### config.mk
export PLATFORM = sky130hd
export DESIGN_NAME = param_int_sqrt_finder
export DESIGN_NICKNAME = d
export VERILOG_FILES = /design/src/rtl/param_int_sqrt_finder_pkg.sv /design/src/rtl/param_int_sqrt_finder_datapath.sv /design/src/rtl/param_int_sqrt_finder.sv
export SDC_FILE = /design/constraint.sdc
export NUM_CORES = 1
export LEC_CHECK = 0
export BUFFER_PORTS_ARGS = -buffer_cell sky130_fd_sc_hd__buf_2
export CAP_MARGIN = 20
export CORE_MARGIN = 10
export CORE_UTILIZATION = 59
export CTS_CLUSTER_SIZE = 14
export DETAILED_ROUTE_END_ITERATION = 8
export HOLD_SLACK_MARGIN = 0.12
export PLACE_DENSITY = 0.89
export SETUP_SLACK_MARGIN = 0.3
export SYNTH_ARGS = -nofsm -noshare
export SYNTH_HDL_FRONTEND = slang
export SYNTH_SLANG_ARGS = --single-unit
### constraint.sdc
create_clock -name clk -period 3.6 [get_ports clk]
set_input_delay 0.18 -clock clk [delete_from_list [all_inputs] [get_ports clk]]
set_output_delay 0.18 -clock clk [all_outputs]
set_load 0.05 [all_outputs]
### src/rtl/param_int_sqrt_finder_pkg.sv
// Shared types for the integer square root finder.
// State encoding and the even-width check used by parametrised arithmetic units.
package param_int_sqrt_finder_pkg;

  typedef enum logic [1:0] {
    S_IDLE = 2'd0,
    S_CALC = 2'd1,
    S_DONE = 2'd2
  } state_e;

  function automatic bit width_ok(input int w);
    return (w >= 2) && (w % 2 == 0);
  endfunction

endpackage

### src/rtl/param_int_sqrt_finder_datapath.sv
// Restoring digit-by-digit sqrt datapath: opnd/part/root regs, compare-subtract.
// Ports: clk, clr, en_ld/en_step/en_out strobes, a in; sqrt/rem held results out.
module param_int_sqrt_finder_datapath
  import param_int_sqrt_finder_pkg::*;
#(
  parameter int WIDTH = 8
) (
  input  logic               clk,
  input  logic               clr,
  input  logic               en_ld,
  input  logic               en_step,
  input  logic               en_out,
  input  logic [WIDTH-1:0]   a,
  output logic [WIDTH/2-1:0] sqrt,
  output logic [WIDTH/2:0]   rem
);

  localparam int N  = WIDTH / 2;
  localparam int PW = N + 2;

  logic [WIDTH-1:0] opnd_q, opnd_d;
  logic [PW-1:0]    part_q, part_d;
  logic [N-1:0]     root_q, root_d;
  logic [N-1:0]     sqrt_q, sqrt_d;
  logic [N:0]       rem_q, rem_d;

  logic [PW-1:0]    part_sh;
  logic [PW-1:0]    trial;
  logic [PW-1:0]    part_nx;
  logic [N-1:0]     root_nx;
  logic             take;

  always_comb begin
    part_sh = (part_q << 2) | PW'(opnd_q[WIDTH-1 -: 2]);
    trial   = {root_q, 2'b01};
    take    = (part_sh >= trial);
    part_nx = take ? (part_sh - trial) : part_sh;
    root_nx = root_q << 1;
    root_nx[0] = take;

    opnd_d = opnd_q;
    part_d = part_q;
    root_d = root_q;
    sqrt_d = sqrt_q;
    rem_d  = rem_q;

    if (en_ld) begin
      opnd_d = a;
      part_d = '0;
      root_d = '0;
    end else if (en_step) begin
      opnd_d = opnd_q << 2;
      part_d = part_nx;
      root_d = root_nx;
    end

    // Final step result goes straight to the outputs on the same edge.
    if (en_out) begin
      sqrt_d = root_nx;
      rem_d  = part_nx[N:0];
    end
  end

  always_ff @(posedge clk) begin
    if (clr) begin
      opnd_q <= '0;
      part_q <= '0;
      root_q <= '0;
      sqrt_q <= '0;
      rem_q  <= '0;
    end else begin
      opnd_q <= opnd_d;
      part_q <= part_d;
      root_q <= root_d;
      sqrt_q <= sqrt_d;
      rem_q  <= rem_d;
    end
  end

  assign sqrt = sqrt_q;
  assign rem  = rem_q;

endmodule

### src/rtl/param_int_sqrt_finder.sv
// Parametrised unsigned integer sqrt with busy/done handshake, 1 root bit/clock.
// Ports: clk, clr (sync reset), start, a in; busy, done, sqrt, rem out.
module param_int_sqrt_finder
  import param_int_sqrt_finder_pkg::*;
#(
  parameter int WIDTH = 8
) (
  input  logic               clk,
  input  logic               clr,
  input  logic               start,
  input  logic [WIDTH-1:0]   a,
  output logic               busy,
  output logic               done,
  output logic [WIDTH/2-1:0] sqrt,
  output logic [WIDTH/2:0]   rem
);

  localparam int N  = WIDTH / 2;
  localparam int CW = (N > 1) ? $clog2(N) : 1;

  if (!width_ok(WIDTH)) begin : g_bad_width
    $error("param_int_sqrt_finder: WIDTH must be even and >= 2");
  end

  state_e        state_q, state_d;
  logic [CW-1:0] cnt_q, cnt_d;
  logic          en_ld;
  logic          en_step;
  logic          en_out;

  always_comb begin
    state_d = state_q;
    cnt_d   = cnt_q;
    en_ld   = 1'b0;
    en_step = 1'b0;
    en_out  = 1'b0;
    unique case (state_q)
      S_IDLE, S_DONE: begin
        if (start) begin
          state_d = S_CALC;
          cnt_d   = CW'(N - 1);
          en_ld   = 1'b1;
        end else begin
          state_d = S_IDLE;
        end
      end
      S_CALC: begin
        en_step = 1'b1;
        if (cnt_q == '0) begin
          state_d = S_DONE;
          en_out  = 1'b1;
        end else begin
          cnt_d = cnt_q - 1'b1;
        end
      end
      default: begin
        state_d = S_IDLE;
      end
    endcase
  end

  always_ff @(posedge clk) begin
    if (clr) begin
      state_q <= S_IDLE;
      cnt_q   <= '0;
    end else begin
      state_q <= state_d;
      cnt_q   <= cnt_d;
    end
  end

  assign busy = (state_q == S_CALC);
  assign done = (state_q == S_DONE);

  param_int_sqrt_finder_datapath #(
    .WIDTH(WIDTH)
  ) u_dp (
    .clk    (clk),
    .clr    (clr),
    .en_ld  (en_ld),
    .en_step(en_step),
    .en_out (en_out),
    .a      (a),
    .sqrt   (sqrt),
    .rem    (rem)
  );

endmodule
Yosys cells after proc, flatten, opt, wreduce, memory -nomap -nowiden

Index checks and enable logic that the tools add are counted.

Register bits: 29
Bits in latches: 0
Bits in writable memories: 0
Memory bits (read-only): 0
Input port bits: 11
Output and inout bits: 11
Memories kept: 0

$add $sub $neg: 2
$mul: 0
Div/mod/pow operators: 0
Magnitude comparators: 1
Equality and inequality tests: 5
Shifts and indexed selects: 0
Muxes and demuxes: 14
Bitwise logic cells: 1
Reductions and logical operators: 7

Operator list:

| kind                | number |
|---|---|
| $mux 8              | 2 |
| $pmux 2 s2          | 2 |
| $ge 6x6->1          | 1 |
| $mux 1              | 6 |
| $mux 2              | 3 |
| $or 6x2->6          | 1 |
| $mux 5              | 1 |
| $sub 5x5->5         | 1 |
| $logic_not 2->1     | 2 |
| $ne 2x2->1 const B  | 2 |
| $reduce_bool 2->1   | 2 |
| $reduce_or 2->1     | 2 |
| $reduce_and 3->1    | 1 |
| $eq 2x1->1 const B  | 1 |
| $eq 2x2->1 const B  | 1 |
| $ne 2x1->1 const B  | 1 |
| $sub 2x1->2 const B | 1 |

Logic depth before layout (Yosys ltp)

Depth after elaboration: 4
Gate-level depth with buffers: 7
Depth with buffers taken out: 7

By module

From an unflattened synthesis, not the netlist that was laid out.

Cell total of the unflattened synthesis: 170
Area, all modules: 1476.4 sq um

By module, submodules not included:

| module                         | times used | cells each | area each (sq um) | sequential area each (sq um) |
|---|---|---|---|---|
| param_int_sqrt_finder_datapath | 1          | 151        | 1291.2            | 500.5 |
| param_int_sqrt_finder          | 1          | 19         | 185.2             | 80.1 |

Least setup slack after synthesis

No wires, ideal clock.

Path type: register to register
Start: register u_dp.root_q[2]
End: register u_dp.rem_q[2] (netlist: u_dp.rem[2])
Arrival: 1.619 ns
Data required time: 3.466 ns
Setup slack: 1.847 ns
Stages on the path, launching flop included: 8
Buffers on the path: 0
Clock period less this slack: 1.753 ns
Cells stage by stage: dfxtp_1 > inv_1 > ha_1 > a21oi_2 > a21boi_2 > nor3_4 > mux2i_1 > a211oi_1

Word-level cells in the longest chain between the ends: 2

Ends and longest elaborated chain:

| item                   | line                                 | text |
|---|---|---|
| start, declared        | param_int_sqrt_finder_datapath.sv:23 | `logic [N-1:0] root_q, root_d;` |
| start signal, assigned | param_int_sqrt_finder_datapath.sv:74 | `root_q <= root_d;` |
| $ge 6x6->1             | param_int_sqrt_finder_datapath.sv:36 | `take = (part_sh >= trial);` |
| $mux 5                 | param_int_sqrt_finder_datapath.sv:37 | `part_nx = take ? (part_sh - trial) : part_sh;` |
| end signal, assigned   | param_int_sqrt_finder_datapath.sv:76 | `rem_q <= rem_d;` |
| end, declared          | param_int_sqrt_finder_datapath.sv:25 | `logic [N:0] rem_q, rem_d;` |

Every way passes these cells.
A chain may end at the register's enable or synchronous reset.

Worst setup path in the final report

Start: register state_q[0]
End: register u_dp.rem_q[1] (netlist: u_dp.rem[1])

Word-level cells in the longest chain between the ends: 2

Ends and longest elaborated chain:

| item                   | line                        | text |
|---|---|---|
| start, declared        | param_int_sqrt_finder.sv:25 | `state_e state_q, state_d;` |
| start signal, assigned | param_int_sqrt_finder.sv:67 | `state_q <= state_d;` |
| $eq 2x1->1             | param_int_sqrt_finder.sv:37 | `unique case (state_q)` |
| $mux 1                 | param_int_sqrt_finder.sv:37 |  |

Every way passes these cells.

==> results.md <==
- Status: complete, no violations
- Initial DRC Count: 75
- Final worst path period share: 62.9%
- Placed Area: 1460 um^2
- Cells along the critical path: nand2b_1, inv_1, and2_1, o221ai_1, a21oi_1
- Clock latency on the worst-skew pair: 0.33 ns
- Ys async rst share: 0%
- DRT Pass-1 Iters: 4
- # DRC: 0
- Total Routed Length: 3.13 mm
- Total clock sinks: 29
- Ant diodes: 0
- I/O Buffers: 21
- Synthesized cell area: 1360 um^2
- Worst reg-to-reg path cell count: 5
- Count leader, synth: dfxtp_1
- DR vias/cell: 5.68
- Worst path slowest cell: inv_1
- Worst r2r dst: u_dp.rem[1]
- Cts repair resizes: 0
- Worst-path clk slew: 0.09 ns
- Hold WC Path Type: in -> reg
- Slew HR: 61.7%
- Syn Area/Cell: 8.40 um^2
- Total Power: 840 uW
- Share of cells above drive strength 1: 17.6%
- Worst path arrival time: 2.53 ns
- R2R Path Start: state_q[0]
- CTS tree: yes
- Die area: 4630 um^2
- Nature of the critical path endpoint: flip-flop
- Util after Layout: 70.0%
- RSZ-0062 raised after global routing: false
- Hold Path End: u_dp.opnd_q[4]
- Slew Limit Fails: 0
- Placement Setup Slack: 1.38 ns
- Worst hold start: a[4]
- Vias in the first global route: 1,186
- Pin count of the biggest net entering global routing: 24
- Syn nets: 180
- WL per Instance: 14.9 um
- First-pass GRT wire length: 5.33 mm
- Top_reg_cell synth: dfxtp_1
- Post-placement cell count: 202
- Fmax: 442 MHz
- Hold buffers post-CTS: 0
- Worst Skew: 0.0126 ns
- Slew @ Worst Pin: 0.574 ns
- Crit path required time: 3.87 ns
- Max Cap Viol: 0
- Worst Hold Margin: 0.139 ns
- # Post-CTS Setup Buffers: 0
- Final worst-path setup slack: 1.34 ns
- Seq. cell area: 581 um^2
- H-tree depth: 2
- CORE AREA: 2210 um^2
- Final std cells w/o fill: 210
- Root buffer cell: clkbuf_4
- Die X-Extent: 68.0 um
- Num CTS Buffers: 5
- Finished Cell Area: 1550 um^2
- Register area share after synthesis: 42.7%
- Gpl congestion: 0.911
- Top-area cell type share of the netlist area: 42.7%
- Peak VDD IR: 0.387 mV
- Crit path max fanout: 20
- Antenna-violating nets left: 0
- Reg-to-reg slack, setup: 1.34 ns
- Critical path launch point type: flip-flop
- Final Hold Fails: 0
- Pwr/cell area: 543 nW/um^2
- All-Layer GR Usage: 15.0%
- Filler cells: 196
- Leak: 0.631 nW
- Die H: 68.0 um
- Slowest stage delay, CP: 0.57 ns
- Rows: 17
- Syn Inst Count: 162
- Layout net count: 199
- GRT overflow: 0
- Initial antenna violation count: 0
- FF+latch count, synth: 29
- Tmin final: 2.26 ns
- Yosys cell types: 32
- Hold depth: 3
- Synth top area cells: dfxtp_1 43%, nand2_1 6.6%, ha_1 6.4%, nor2_1 4.7%, a21oi_1 4.4%
- Yosys top cell by area: dfxtp_1
- Crit path kind: reg -> reg
- Synth cell count leaders: 29 x dfxtp_1, 24 x nand2_1, 17 x nor2_1
- Synthesis-to-layout area growth: 13.8%
- I/O pins: 22
- EDFF count, synth: 0
- Starting Density: 61.5%
- Footprint of the multi-input gates: 701 um^2
- Final HPWL DP: 2.40 mm
- Final setup TNS: 0 ns
- Vias: 1,192
- Clk buf depth: 2
- Final setup vio count: 0
- Synth Warn #: 0
## cell usage in the layout, fill, tap and decap left out
cell | synthesis | routed
nor2_1 | 17 | 17
o221ai_1 | 1 | 1
ha_1 | 7 | 7
nor3_1 | 4 | 4
clkbuf_8 | 0 | 1
a21boi_2 | 1 | 1
and2_1 | 1 | 1
nand3_1 | 3 | 3
nor4_1 | 1 | 1
inv_1 | 11 | 11
nor2b_1 | 2 | 2
nand2_1 | 24 | 24
buf_2 | 3 | 21
a21oi_1 | 12 | 12
clkbuf_4 | 0 | 5
mux2i_1 | 5 | 5
a311oi_1 | 6 | 6
clkbuf_1 | 5 | 1
bufinv_16 | 0 | 1
xnor2_1 | 2 | 2
o21a_1 | 1 | 1
dfxtp_1 | 29 | 29
nand3b_1 | 2 | 2
or3_1 | 1 | 1
nand2b_1 | 4 | 4
nor3_4 | 1 | 1
o22ai_1 | 2 | 2
o31ai_1 | 1 | 1
o21ai_0 | 2 | 2
a211oi_1 | 7 | 7
or4_1 | 1 | 1
nand4_1 | 2 | 2
xor2_1 | 1 | 1
a21oi_2 | 2 | 2
## registers in the layout (all words and copies together) (netlist names)
| name | cells |
|---|---|
| u_dp.root_q | 4 |
| state_q | 2 |
| cnt_q | 2 |
| u_dp.part_q | 4 |
| u_dp.sqrt | 4 |
| u_dp.opnd_q | 8 |
| u_dp.rem | 5 |
## critical path, delay by kind of cell, from the launching register on
kind            cells  cell delay (ns)
simple gates        2             0.81
buf+inv             1             0.57
compound gates      2             0.43
flops               1             0.38
## metal layers
layer | part of all wire (%) | GRT usage [%]
met5 | 0 | 0
met4 | 2.8 | 8.54
met3 | 5.8 | 4.73
met2 | 48 | 24.4
met1 | 44 | 17.0
## report_power, final
part / switching (mW) / internal (mW) / leakage, nW
sequential: 0.0160 / 0.343 / 0.237
clock: 0.115 / 0.166 / 0.0455
combinational: 0.129 / 0.0714 / 0.348
total: 0.260 / 0.580 / 0.631
## how the worst max path moves through the flow
| stage | start | to | slack [ns] |
|---|---|---|---|
| detailed placement | state_q[1] | u_dp.rem[1] | 1.38 |
| global route | state_q[0] | u_dp.rem[1] | 1.08 |
| global placement | state_q[1] | u_dp.rem[1] | 1.49 |
| finish | state_q[0] | u_dp.rem[1] | 1.34 |
| CTS | state_q[0] | u_dp.rem[1] | 1.37 |
| floorplan | u_dp.root_q[2] | u_dp.rem[2] | 1.85 |
## kinds of logic after synthesis
logic type / Yosys count / synth area share [%]
multiplexers: 5 / 3.68
buffers and inverters: 20 / 5.80
flip-flops: 29 / 42.7
AND/OR/NAND/NOR: 63 / 21.8
XOR/XNOR: 3 / 1.93
AO/OA/AOI/OAI: 35 / 17.7
adder cells (fa/ha/maj): 7 / 6.44
## final cells by class
type                    instances  share of cell area (%)
multi-input cells             113                    45.3
flip-flops and latches         29                    37.5
repair buffers                 21                    6.79
inverters                      11                    2.67
clock inverters                 1                    1.94
well taps                      28                    2.26
clock buffers                   7                    3.56
No activity file was read; power rests on OpenSTA's default activity.
